File: src/rtl/bc_horner_ctrl.sv
// bc_horner_ctrl: Horner-rule sequencer for the polynomial datapath.
// Evaluates Pronto = A*x^2 + B*x + C as H=A, H=H*x+B, H=H*x+C, S=H.
//
// Parameter:
//   MULT_LAT  extra settle cycles per H step before LH pulses (0..15)
// Ports:
//   clk, rst_n      clock, synchronous active-low reset
//   start           request one evaluation (sampled in IDLE only)
//   busy, done      handshake: busy CLR..DONE, done one-cycle pulse
//   M0              coefficient select  (0=A 1=B 2=C)
//   M1              multiplier operand  (0=x 1=const 1)
//   M2              H input select      (0=mult-add 1=coef 2=zero)
//   LX, RSTX        load / clear R0 (x)
//   LH, RSTH        load / clear H
//   LS              load result register S
// Build option:
//   BC_CHAIN_EN     when defined, start seen in DONE goes straight to CLR
module bc_horner_ctrl #(
  parameter int MULT_LAT = 0
) (
  input  logic       clk,
  input  logic       rst_n,
  input  logic       start,
  output logic       busy,
  output logic       done,
  output logic [1:0] M0,
  output logic [1:0] M1,
  output logic [1:0] M2,
  output logic       LX,
  output logic       RSTX,
  output logic       LH,
  output logic       RSTH,
  output logic       LS
);

  localparam int CW = (MULT_LAT < 1) ? 1 : $clog2(MULT_LAT + 1);
  localparam logic [CW-1:0] CNT_LAST = CW'(MULT_LAT);

  localparam logic [2:0] S_IDLE  = 3'd0;
  localparam logic [2:0] S_CLR   = 3'd1;
  localparam logic [2:0] S_LDX   = 3'd2;
  localparam logic [2:0] S_HA    = 3'd3;
  localparam logic [2:0] S_HB    = 3'd4;
  localparam logic [2:0] S_HC    = 3'd5;
  localparam logic [2:0] S_STORE = 3'd6;
  localparam logic [2:0] S_DONE  = 3'd7;

  logic [2:0]    state_q, state_d;
  logic [CW-1:0] cnt_q, cnt_d;
  logic          cnt_last;

  assign cnt_last = (cnt_q == CNT_LAST);

  // Counter defaults to zero so it is already cleared when an H step
  // is entered; it only advances while waiting inside an H step.
  always_comb begin
    state_d = state_q;
    cnt_d   = '0;
    unique case (state_q)
      S_IDLE: begin
        if (start) state_d = S_CLR;
      end
      S_CLR: begin
        state_d = S_LDX;
      end
      S_LDX: begin
        state_d = S_HA;
      end
      S_HA: begin
        if (cnt_last) state_d = S_HB;
        else          cnt_d   = cnt_q + 1'b1;
      end
      S_HB: begin
        if (cnt_last) state_d = S_HC;
        else          cnt_d   = cnt_q + 1'b1;
      end
      S_HC: begin
        if (cnt_last) state_d = S_STORE;
        else          cnt_d   = cnt_q + 1'b1;
      end
      S_STORE: begin
        state_d = S_DONE;
      end
      S_DONE: begin
`ifdef BC_CHAIN_EN
        state_d = start ? S_CLR : S_IDLE;
`else
        state_d = S_IDLE;
`endif
      end
      default: begin
        state_d = S_IDLE;
      end
    endcase
  end

  always_ff @(posedge clk) begin
    if (!rst_n) begin
      state_q <= S_IDLE;
      cnt_q   <= '0;
    end else begin
      state_q <= state_d;
      cnt_q   <= cnt_d;
    end
  end

  // Moore decode; selects stay fixed for the whole H step and only
  // LH depends on the wait counter.
  always_comb begin
    busy = 1'b0;
    done = 1'b0;
    M0   = 2'd0;
    M1   = 2'd0;
    M2   = 2'd0;
    LX   = 1'b0;
    RSTX = 1'b0;
    LH   = 1'b0;
    RSTH = 1'b0;
    LS   = 1'b0;
    unique case (state_q)
      S_IDLE: begin
      end
      S_CLR: begin
        busy = 1'b1;
        RSTX = 1'b1;
        RSTH = 1'b1;
      end
      S_LDX: begin
        busy = 1'b1;
        LX   = 1'b1;
      end
      S_HA: begin
        busy = 1'b1;
        M0   = 2'd0;
        M1   = 2'd1;
        M2   = 2'd1;
        LH   = cnt_last;
      end
      S_HB: begin
        busy = 1'b1;
        M0   = 2'd1;
        LH   = cnt_last;
      end
      S_HC: begin
        busy = 1'b1;
        M0   = 2'd2;
        LH   = cnt_last;
      end
      S_STORE: begin
        busy = 1'b1;
        LS   = 1'b1;
      end
      S_DONE: begin
        busy = 1'b1;
        done = 1'b1;
      end
      default: begin
      end
    endcase
  end

endmodule

File: config.mk
export PLATFORM = sky130hd
export DESIGN_NAME = bc_horner_ctrl
export DESIGN_NICKNAME = d
export VERILOG_FILES = /design/src/rtl/bc_horner_ctrl.sv
export SDC_FILE = /design/constraint.sdc
export NUM_CORES = 1
export LEC_CHECK = 0
export ABC_AREA = 1
export BUFFER_PORTS_ARGS = -buffer_cell sky130_fd_sc_hd__buf_2
export CAP_MARGIN = 30
export CORE_AREA = 3 3 40 42
export DETAILED_ROUTE_END_ITERATION = 8
export DIE_AREA = 0 0 43 45
export SYNTH_ARGS = -nofsm -noshare
export SYNTH_HDL_FRONTEND = slang
export SYNTH_SLANG_ARGS = --single-unit
export TNS_END_PERCENT = 1
File: constraint.sdc
create_clock -name clk -period 1.5 [get_ports clk]
set_input_delay 0.15 -clock clk [delete_from_list [all_inputs] [get_ports clk]]
set_output_delay 0.15 -clock clk [all_outputs]
set_load 0.1 [all_outputs]
# After elaboration in Yosys (flattened, before gate mapping)
# Cells that the tools add are included.
[word_totals]
register_bits = 4
in_bits = 3
out_inout_bits = 13
elab_cells = 33
[classes]
n_addsub = 1
n_eq_ne = 11
mux = 13
bitwise = 1
reduce_logical = 5
[op_table]
columns = ["op", "count"]
rows = [
  ["3-bit one-hot mux with 8 select lines", 1],
  ["3-bit == test (second input constant)", 4],
  ["3-bit 2-to-1 mux", 4],
  ["2-bit inequality test (second input constant)", 4],
  ["1-bit 2-to-1 mux", 7],
  ["7-bit OR reduction", 1],
  ["3-bit by 2-bit == test with 1-bit output (second input constant)", 2],
  ["2-bit one-hot mux with 2 select lines", 1],
  ["4-bit AND reduction", 1],
  ["3-bit by 1-bit == test with 1-bit output (second input constant)", 1],
  ["3-bit logical NOT", 1],
  ["3-bit AND reduction", 1],
  ["3-bit OR reduction", 1],
  ["1-bit adder (second input constant)", 1],
  ["1-bit NOT", 1],
]

# Longest topological paths before layout
[depth]
word_depth = 3
mapped_depth = 8
depth_no_buf = 7

# Worst setup path after synthesis
# No wires, ideal clock.
[synth_path]
path_kind = "reg-to-output"
startpoint = "register state_q[0]"
endpoint = "output port LH"
arrival_ps = 2670
path_slack_ps = -1320
stages_incl_launch_ff = 6
path_buffers = 1
path_cell_list = "dfxtp_1 > buf_6 > nand2_1 > nor2_1 > o31ai_1 > inv_1"
[synth_between]
elab_chain_cells = 3
elab_cells_between_ends = 5
classes_between = "3 x eq/ne; 1 x mux; 1 x reduce/logical"
[synth_lines]
columns = ["item", "line", "source"]
rows = [
  ["start, declared", "48", "logic [2:0] state_q, state_d;"],
  ["start signal, assigned", "102", "state_q <= state_d;"],
  ["3-bit == test or 3-bit by 2-bit == test with 1-bit output (tied branches)", "120", "unique case (state_q)"],
  ["3-bit OR reduction (no line) *", "--", ""],
  ["1-bit 2-to-1 mux *", "120", ""],
  ["end, declared", "31", "output logic LH,"],
]
# Every way passes the cells marked *; elsewhere a longest branch is shown, timed or not.

# Final worst setup path
# Ends and elaborated chain as after synthesis.

==> flow_summary.json <==
{
  "run_status": "completed",
  "synth-warning-count": 0,
  "die_w_um": 43,
  "pwr_density_cell_nw_per_um2": 1260,
  "ys_top_cells_by_area": "dfxtp_1, nand2_1, buf_4",
  "hold_path.class": "in -> reg",
  "p_leak_nw": 0.279,
  "crit_fanout": 6,
  "grt.overflow.total": 0,
  "crit_arrival_ns": 1.28,
  "cts_tree": "done",
  "area_growth_pct": 108,
  "grt_pass1_wl_um": 924,
  "synth-async-reset-ratio_pct": 0,
  "clkSlewWorstSetupHoldPaths_ns": 0.04,
  "crit_family": "flip-flops",
  "clock_path_buffers": 2,
  "fillers": 113,
  "drc": 0,
  "irDropWorstVdd_mv": 0.529,
  "wirelength_um": 589,
  "ctsHoldBuffers": 0,
  "period_needed_ns": 1.43,
  "multiInputGateArea_um2": 195,
  "maxSlewViolCount": 0,
  "cts_sinks": 4,
  "regArea_um2": 87.6,
  "path_buf_inv": 3,
  "synth-edff-count": 0,
  "wl_per_cell_um": 7.65,
  "die_area_um2": 1940,
  "critPathLaunchType": "flip-flop",
  "synth_commonest_cells": "nand2_1, nor2_1, buf_4, dfxtp_1, inv_1",
  "finalHoldViolCount": 0,
  "cap_violations": 0,
  "antenna_left": 0,
  "post-route-period-util_pct": 95.6,
  "yosysSeqAreaShare_pct": 26.8,
  "gp_congestion": 0.801,
  "fin_nets": 67,
  "grt_pass1_vias": 249,
  "antenna_found_initial": 0,
  "grt_usage_pct": 6.59,
  "drive_gt1_share_pct": 58.1,
  "crit_type": "reg -> out",
  "dr.pass1.iters": 4,
  "grt_max_degree": 10,
  "via_per_inst": 4.16,
  "yosysTopAreaCellShare_pct": 26.8,
  "num_vias": 320,
  "max_stage_delay_ns": 0.36,
  "finalSetupViolCount": 0,
  "ios": 16,
  "fin_util_pct": 48.3,
  "synthDistinctLibCells": 18,
  "cp.required_ns": 1.35,
  "end_kind": "output port",
  "yosysMostFrequentCell": "nand2_1",
  "fin_skew_ns": 0.000613,
  "cts_inserted_buffers": 3,
  "placementRows": 13,
  "postSynthCellCount": 46,
  "ctsHtreeMaxLevel": 1,
  "synth_largest_area_cell": "dfxtp_1",
  "slowest_stage": "dfxtp_4",
  "diodes": 0,
  "die_h_um": 45,
  "clock.fmax_mhz": 697,
  "core_um2": 1280,
  "syn_avg_cell_area_um2": 6.50,
  "hpwl_um": 511,
  "hold_ws_ns": 0.160,
  "start_util_pct": 23.3,
  "setup_slack_ns": 0.0656,
  "netlist_area_um2": 299,
  "clk_root_buffer_cell": "clkbuf_4",
  "synth_ff_type": "dfxtp_1",
  "path_cells": "nor2_2 > nand2_1 > clkinvlp_4 > o31ai_4 > inv_4 > buf_12",
  "post-place-ws_ns": 0.119,
  "first_iter_violations": 5,
  "clk_latency_ns": 0.23,
  "io_buffers": 13,
  "ys_seq_elements": 4
}
-- cells by family (layout without fill, tap and decap cells) --
family,Yosys count,in the layout,share of synthesized area (%)
flip-flops,4,4,26.8
buffers and inverters,12,26,25.9
other,1,3,1.25
AO/OA/AOI/OAI,3,3,6.28
AND/OR/NAND/NOR,26,26,39.8
-- final timing paths --
kind | from | slack [ns] | cells after the start | endpoint
max | state_q[0]$_SDFFE_PN0P_ | 0.07 | 6 | LH
min | rst_n | 0.16 | 3 | state_q[0]$_SDFFE_PN0P_
max reg2reg | state_q[2]$_SDFFE_PN0P_ | 0.38 | 6 | state_q[0]$_SDFFE_PN0P_
min reg2reg | cnt_q$_SDFF_PN0_ | 0.54 | 2 | state_q[1]$_SDFFE_PN0P_
-- cell type report --
type | count | area share [%]
timing repair buffer | 17 | 42.7
multi-input combinational | 32 | 31.5
sequential | 4 | 14.1
inverter | 6 | 5.04
clock buffer | 3 | 3.63
tap | 15 | 3.02
-- cells in the final DEF (no fill, tap or decap) --
cell             n
or2_1            1
nor2_4           3
nand3_1          1
dlymetal6s2s_1   1
dfxtp_1          2
o31ai_4          1
dfxtp_4          2
clkbuf_4         3
buf_4            3
nor3_1           1
nand3b_1         1
inv_4            2
nand4_1          2
nand2_2          1
a21oi_1          1
inv_2            1
conb_1           3
nor2_2           6
nand2_1          9
clkinvlp_4       1
nor2_1           1
buf_2            2
inv_1            2
buf_12          11
a31oi_1          1
-- worst min-delay path, stage by stage --
cell and delay [ns]:
buf_2 0.11, nand2_1 0.07, nor2_2 0.03
-- flip-flops by register name (all words and copies together), names as in the netlist --
| register | cells |
|---|---|
| cnt_q | 1 |
| state_q | 3 |
-- stage by stage --
stage | power (mW) | instance area (µm²) | cells | setup TNS (ns)
2_1_floorplan | 0.508 | 357 | 48 | -0.791
3_3_place_gp | 0.639 | 568 | 72 | 0
3_5_place_dp | 0.640 | 568 | 72 | 0
4_1_cts | 0.786 | 606 | 76 | 0
5_1_grt | 0.820 | 621 | 77 | -0.000627
6_report | 0.783 | 621 | 77 | 0
-- where the power goes --
part / total, mW / switching (mW) / internal [mW] / leakage (nW)
registers: 0.142 / 0.0185 / 0.123 / 0.0343
logic: 0.512 / 0.347 / 0.165 / 0.230
clock network: 0.130 / 0.0404 / 0.0893 / 0.0138
total: 0.783 / 0.405 / 0.378 / 0.279
-- per-layer routing --
metal | track usage [%] | vias up | wire length (µm)
met5 | 0 | - | 0
met1 | 7.51 | 132 | 249
met2 | 9.28 | 18 | 252
met4 | 7.23 | 0 | 14
li1 | - | 168 | -
met3 | 1.99 | 2 | 71
-- what timing repair did --
item,4_1_cts,5_1_grt
setup buffers,1,1
gates resized for setup,4,1
setup endpoints to repair,1,1
(Power assumes the default switching activity.)
